$ cat src/rtl/sha256d_sched_pkg.sv
// rtl/sha256d_sched_pkg.sv - shared states, word map constants and byte-swap helper for the nonce scheduler
package sha256d_sched_pkg;

   typedef enum logic [1:0] {
      IDLE,
      LAUNCH,
      SERVE,
      CHECK
   } sched_state_e;

   localparam int NONCE_WORD = 19;
   localparam int HDR_WORDS  = 20;
   localparam int HDR_BYTES  = 76;

   // The core expects the nonce word little-endian relative to cur_nonce
   function automatic logic [31:0] bswap32(input logic [31:0] v);
      return {v[7:0], v[15:8], v[23:16], v[31:24]};
   endfunction

endpackage

$ cat src/rtl/sha256d_target_cmp.sv
// rtl/sha256d_target_cmp.sv - leading-zero-bits target compare; zbits >= 256 demands an all-zero hash
module sha256d_target_cmp (
   input  logic [255:0] hash,
   input  logic [8:0]   zbits,
   output logic         match
);

   // Bit i lies in the checked prefix when its distance from the MSB is below zbits
   always_comb begin
      match = 1'b1;
      for (int i = 0; i < 256; i++) begin
         if (((255 - i) < int'(zbits)) && hash[i]) begin
            match = 1'b0;
         end
      end
   end

endmodule

$ cat src/rtl/sha256d_nonce_scheduler.sv
// rtl/sha256d_nonce_scheduler.sv - sweeps nonces through the sha256d core and checks each result
// Optional saturating hash counter: SHA256D_SCHED_COUNT_EN
module sha256d_nonce_scheduler #(
   parameter int HDR_BYTES = 76
) (
   input  logic         clk,
   input  logic         rst_n,
   input  logic         hdr_we,
   input  logic [6:0]   hdr_addr,
   input  logic [7:0]   hdr_wdata,
   input  logic [31:0]  nonce_start,
   input  logic [31:0]  nonce_end,
   input  logic [8:0]   zbits,
   input  logic         go,
   input  logic         abort,
   output logic         busy,
   output logic         found,
   output logic         exhausted,
   output logic         aborted,
   output logic [31:0]  found_nonce,
   output logic [31:0]  cur_nonce,
   output logic [31:0]  hash_count,
   output logic         s_start,
   output logic         s_rdy,
   output logic [31:0]  s_data,
   input  logic [4:0]   s_addr,
   input  logic         s_rq,
   input  logic [255:0] s_hash,
   input  logic         s_done
);
   import sha256d_sched_pkg::*;

   sched_state_e  state_q, state_d;
   logic [7:0]    hdr_mem [HDR_BYTES];
   logic          found_q, found_d, exhausted_q, exhausted_d, aborted_q, aborted_d;
   logic          abort_q, abort_d, s_rdy_q, s_rdy_d;
   logic [31:0]   found_nonce_q, found_nonce_d, cur_nonce_q, cur_nonce_d;
   logic [31:0]   nonce_end_q, nonce_end_d, s_data_q, s_data_d;
   logic [8:0]    zbits_q, zbits_d;
   logic [255:0]  hash_q, hash_d;
   logic [31:0]   word_sel;
   logic          match;

   // Header bytes are configuration only, so the store carries no reset
   always_ff @(posedge clk) begin
      if (hdr_we && (state_q == IDLE) && (int'(hdr_addr) < HDR_BYTES)) begin
         hdr_mem[hdr_addr] <= hdr_wdata;
      end
   end

   always_comb begin
      word_sel = '0;
      if (s_addr < 5'(NONCE_WORD)) begin
         word_sel = {hdr_mem[{s_addr, 2'b00}], hdr_mem[{s_addr, 2'b01}],
                     hdr_mem[{s_addr, 2'b10}], hdr_mem[{s_addr, 2'b11}]};
      end else if (s_addr < 5'(HDR_WORDS)) begin
         word_sel = bswap32(cur_nonce_q);
      end
   end

   sha256d_target_cmp u_target_cmp (
      .hash  (hash_q),
      .zbits (zbits_q),
      .match (match)
   );

   always_comb begin
      state_d       = state_q;
      found_d       = found_q;
      exhausted_d   = exhausted_q;
      aborted_d     = aborted_q;
      found_nonce_d = found_nonce_q;
      cur_nonce_d   = cur_nonce_q;
      nonce_end_d   = nonce_end_q;
      zbits_d       = zbits_q;
      hash_d        = hash_q;
      s_data_d      = s_data_q;
      s_rdy_d       = 1'b0;
      abort_d       = abort_q | (abort & (state_q != IDLE));
      unique case (state_q)
         IDLE: begin
            if (go) begin
               cur_nonce_d = nonce_start;
               nonce_end_d = nonce_end;
               zbits_d     = zbits;
               found_d     = 1'b0;
               exhausted_d = 1'b0;
               aborted_d   = 1'b0;
               abort_d     = 1'b0;
               state_d     = LAUNCH;
            end
         end
         LAUNCH: state_d = SERVE;
         SERVE: begin
            // Requests are honoured until s_done even with an abort pending
            if (s_rq && !s_rdy_q) begin
               s_rdy_d  = 1'b1;
               s_data_d = word_sel;
            end
            if (s_done) begin
               hash_d  = s_hash;
               state_d = CHECK;
            end
         end
         CHECK: begin
            state_d = IDLE;
            abort_d = 1'b0;
            if (abort_q || abort) begin
               aborted_d = 1'b1;
            end else if (match) begin
               found_d       = 1'b1;
               found_nonce_d = cur_nonce_q;
            end else if (cur_nonce_q == nonce_end_q) begin
               exhausted_d = 1'b1;
            end else begin
               cur_nonce_d = cur_nonce_q + 32'd1;
               state_d     = LAUNCH;
            end
         end
         default: state_d = IDLE;
      endcase
   end

   always_ff @(posedge clk or negedge rst_n) begin
      if (!rst_n) begin
         state_q       <= IDLE;
         found_q       <= 1'b0;
         exhausted_q   <= 1'b0;
         aborted_q     <= 1'b0;
         abort_q       <= 1'b0;
         s_rdy_q       <= 1'b0;
         found_nonce_q <= '0;
         cur_nonce_q   <= '0;
         nonce_end_q   <= '0;
         s_data_q      <= '0;
         zbits_q       <= '0;
         hash_q        <= '0;
      end else begin
         state_q       <= state_d;
         found_q       <= found_d;
         exhausted_q   <= exhausted_d;
         aborted_q     <= aborted_d;
         abort_q       <= abort_d;
         s_rdy_q       <= s_rdy_d;
         found_nonce_q <= found_nonce_d;
         cur_nonce_q   <= cur_nonce_d;
         nonce_end_q   <= nonce_end_d;
         s_data_q      <= s_data_d;
         zbits_q       <= zbits_d;
         hash_q        <= hash_d;
      end
   end

`ifdef SHA256D_SCHED_COUNT_EN
   logic [31:0] count_q, count_d;

   always_comb begin
      count_d = count_q;
      if ((state_q == IDLE) && go) begin
         count_d = '0;
      end else if ((state_q == CHECK) && (count_q != '1)) begin
         count_d = count_q + 32'd1;
      end
   end

   always_ff @(posedge clk or negedge rst_n) begin
      if (!rst_n) begin
         count_q <= '0;
      end else begin
         count_q <= count_d;
      end
   end

   assign hash_count = count_q;
`else
   assign hash_count = '0;
`endif

   assign busy        = (state_q != IDLE);
   assign s_start     = (state_q == LAUNCH);
   assign found       = found_q;
   assign exhausted   = exhausted_q;
   assign aborted     = aborted_q;
   assign found_nonce = found_nonce_q;
   assign cur_nonce   = cur_nonce_q;
   assign s_rdy       = s_rdy_q;
   assign s_data      = s_data_q;

endmodule

$ cat config.mk
export PLATFORM = sky130hd
export DESIGN_NAME = sha256d_nonce_scheduler
export DESIGN_NICKNAME = d
export VERILOG_FILES = /design/src/rtl/sha256d_sched_pkg.sv /design/src/rtl/sha256d_target_cmp.sv /design/src/rtl/sha256d_nonce_scheduler.sv
export SDC_FILE = /design/constraint.sdc
export NUM_CORES = 1
export LEC_CHECK = 0
export CAP_MARGIN = 10
export CORE_ASPECT_RATIO = 0.7
export CORE_MARGIN = 1.5
export CORE_UTILIZATION = 51
export CTS_CLUSTER_DIAMETER = 30
export CTS_CLUSTER_SIZE = 40
export DETAILED_ROUTE_END_ITERATION = 10
export HOLD_SLACK_MARGIN = 0.05
export PLACE_DENSITY = 0.81
export RECOVER_POWER = 100
export REMOVE_ABC_BUFFERS = 1
export SLEW_MARGIN = 20
export SYNTH_ARGS = -nofsm -noshare
export SYNTH_HDL_FRONTEND = slang
export SYNTH_SLANG_ARGS = --single-unit
$ cat constraint.sdc
create_clock -name clk -period 3.75 [get_ports clk]
set_input_delay 0.75 -clock clk [delete_from_list [all_inputs] [get_ports clk]]
set_output_delay 0.75 -clock clk [all_outputs]
set_load 0.02 [all_outputs]
==> flow_summary.json <==
{
  "utilization": 0.6715,
  "tns_ps": -20880,
  "power_mw": 43.97,
  "drtPass1Iterations": 8,
  "reg2reg_depth": 12,
  "post-route-period-util": 1.101,
  "startpoint_type": "flip-flop",
  "violations": "capacitance limit, slew limit, setup timing",
  "dp.cells": 4721,
  "syn2layout_area_growth_pct": 29.62,
  "status": "complete, but fails checks",
  "remaining_drc_errors": 0,
  "synth_top_area_share": 0.4153,
  "synthFlopType": "edfxtp_1",
  "p_leak_nw": 21.28,
  "skew_ps": 38.15,
  "critPathRequiredTime_ps": 4370,
  "async_reset_ff_frac": 0.3968,
  "drive_gt1_frac": 0.2813,
  "root_buffer": "clkbuf_16",
  "maxSlewViolCount": 425,
  "numPortBuffers": 457,
  "drtAntennaViolNets": 0,
  "grt_util_all_layers": 0.3629,
  "slew_headroom": -1.053,
  "avgSynthCellArea_um2": 14.77,
  "ys_top_cells_by_count": "608 x edfxtp_1, 400 x dfrtp_1, 316 x mux2_2",
  "ir_drop_uv": 559.0,
  "grt_overflow_total": 0,
  "grt_max_degree": 88,
  "synth.most_common_cell": "edfxtp_1",
  "wire_per_inst_um": 32.11,
  "antenna_found_initial": 17,
  "synth_area_leader_cell": "edfxtp_1",
  "crit_type": "reg -> reg",
  "clk_latency_ps": 760,
  "cts.sinks": 1008,
  "gp_congestion": 1.083,
  "worst_pin_slew_ps": 3079,
  "h-tree-depth": 4,
  "yosysSeqAreaShare": 0.6430,
  "stdcell_area_um2": 56980,
  "drtIter0Drc": 4543,
  "synth.yosys.warnings": 0,
  "end_kind": "flip-flop",
  "cts_buffers": 140,
  "ys_types": 85,
  "die_w_um": 353.9,
  "synth_cells": 2976,
  "yosys_register_bits": 1008,
  "row_count": 89,
  "fp.dieArea_um2": 87990,
  "die_h_um": 248.6,
  "min_path_cells": 2,
  "vias": 31890,
  "max_cap_violations": 8,
  "synth-edff-count": 608,
  "initial_core_util": 0.5181,
  "hold_path.class": "reg -> reg",
  "setup_ws_ps": -377.7,
  "clockBufferDepth": 3,
  "p_per_area_nw_per_um2": 771.6,
  "rsz0062_at_grt": "true",
  "dpl-instance-area_um2": 52130,
  "cts_tree": "yes",
  "viasPerCell": 6.386,
  "arrival_ps": 4750,
  "hold_violations": 0,
  "io_pins": 490,
  "synth_area_leaders": "edfxtp_1 42%, dfrtp_1 23%, mux4_2 8.2%",
  "critPathMaxFanout": 6,
  "fin_crit_ps": 4128,
  "fmax_ghz": 0.2423,
  "fp.coreArea_um2": 84850,
  "grt_pass1_vias": 32110,
  "setup_viol": 67,
  "instances_no_fill": 4994,
  "drt-total-wl_um": 160300,
  "grt_pass1_wl_um": 228600,
  "netlist_area_um2": 43960,
  "fin_nets": 4100,
  "clk_pin_slew_ps": 50,
  "fillers": 5822,
  "dp_hpwl_um": 112600
}
[through the flow]
stage,setup slack [ps],hold slack (ps)
after floorplan,-3233,454.4
after global placement,-554.6,463.6
after detailed placement,-609.5,470.3
after CTS,-329.6,377.2
after global routing,-460.1,506.5
final,-377.7,479.4
[layer usage]
metal | track usage | part of all wire | vias to the layer above
li1 | - | - | 12980
met1 | 0.5203 | 0.39 | 16120
met3 | 0.1251 | 0.14 | 378
met5 | 0 | 0.0011 | -
met4 | 0.1046 | 0.029 | 28
met2 | 0.5259 | 0.44 | 2386
[path summary, 6_finish.rpt]
check / startpoint / end / slack [ps]
min: s_data[22] / s_data[22] / 480
max reg2reg: zbits_q[8] / found_nonce[20] / -380
max: zbits_q[8] / found_nonce[20] / -380
max in group asynchronous: rst_n / s_data[6] / 260
min reg2reg: s_data[22] / s_data[22] / 480
min in group asynchronous: rst_n / hash_q[154] / 1280
[cells by family (layout without fill, tap and decap cells)]
family	after synthesis	after routing	synth area share
DFF	1008	1008	0.6430
AOI/OAI and AO/OA	544	544	0.08174
xor gates and xnor gates	32	32	0.006376
other	1	35	0.00008531
buffers and inverters	319	1166	0.03088
adders and majority gates	8	8	0.002163
and+or+nand+nor	523	523	0.05764
muxes	541	541	0.1781
[flip-flops by register name, indices dropped and copies added, names as in the netlist]
register     cells
abort_q          1
aborted          1
cur_nonce       32
exhausted        1
found            1
found_nonce     32
hash_q         256
hdr_mem        608
nonce_end_q     32
s_data          32
s_rdy            1
state_q          2
zbits_q          9
[layout make-up]
cell class / instances / area, um2 / area share
antenna: 3 / 7.507 / 0.0001317
clock buffer: 160 / 3671 / 0.06442
clock inverter: 98 / 1065 / 0.01869
inverter: 68 / 255.2 / 0.004479
multi-input combinational: 1680 / 14900 / 0.2615
sequential: 1008 / 28270 / 0.4961
tap: 1137 / 1423 / 0.02497
timing repair buffer: 840 / 7388 / 0.1297
[cells in the final DEF, fill, tap and decap left out, types with 32 or more instances in the layout]
cell / Yosys / layout
edfxtp_1: 608 / 608
dfrtp_1: 400 / 398
clkdlybuf4s50_1: 0 / 341
mux2_2: 316 / 298
buf_4: 35 / 222
o21ai_0: 168 / 162
mux4_2: 160 / 160
nor2_1: 156 / 155
clkbuf_16: 0 / 144
nand2_1: 140 / 140
clkbuf_1: 174 / 122
a21oi_1: 106 / 103
dlygate4sd3_1: 0 / 103
inv_1: 68 / 68
mux2i_1: 52 / 52
nand3_1: 49 / 48
o22ai_1: 35 / 34
xor2_1: 32 / 32
conb_1: 1 / 32
[worst max-delay path: stages (launching register included)]
cell,delay (ps)
dfrtp_2,430
or4b_4,530
or3_1,330
a32o_1,230
or4_4,520
or4_4,560
nor4_4,250
buf_4,170
nand3_4,80
nor3_4,190
buf_8,220
buf_12,190
mux2_4,310
[power by group]
group	total (mW)	switching (mW)	internal [mW]
sequential	15.8	1.96	13.9
combinational	14.8	8.45	6.34
clock	13.3	5.46	7.87
total	44.0	15.9	28.1
[timing repair]
| item | 4_1_cts | 5_1_grt |
|---|---|---|
| gates cloned | 5 | 2 |
| endpoints found under the hold margin | 2 | 0 |
| pin swaps | 13 | 12 |
| gates resized for setup | 63 | 45 |
| hold buffers | 1 | 0 |
| buffers inserted | 5 | 1 |
| endpoints found under the setup margin | 67 | 67 |
Power figures use the tool's default switching activity.
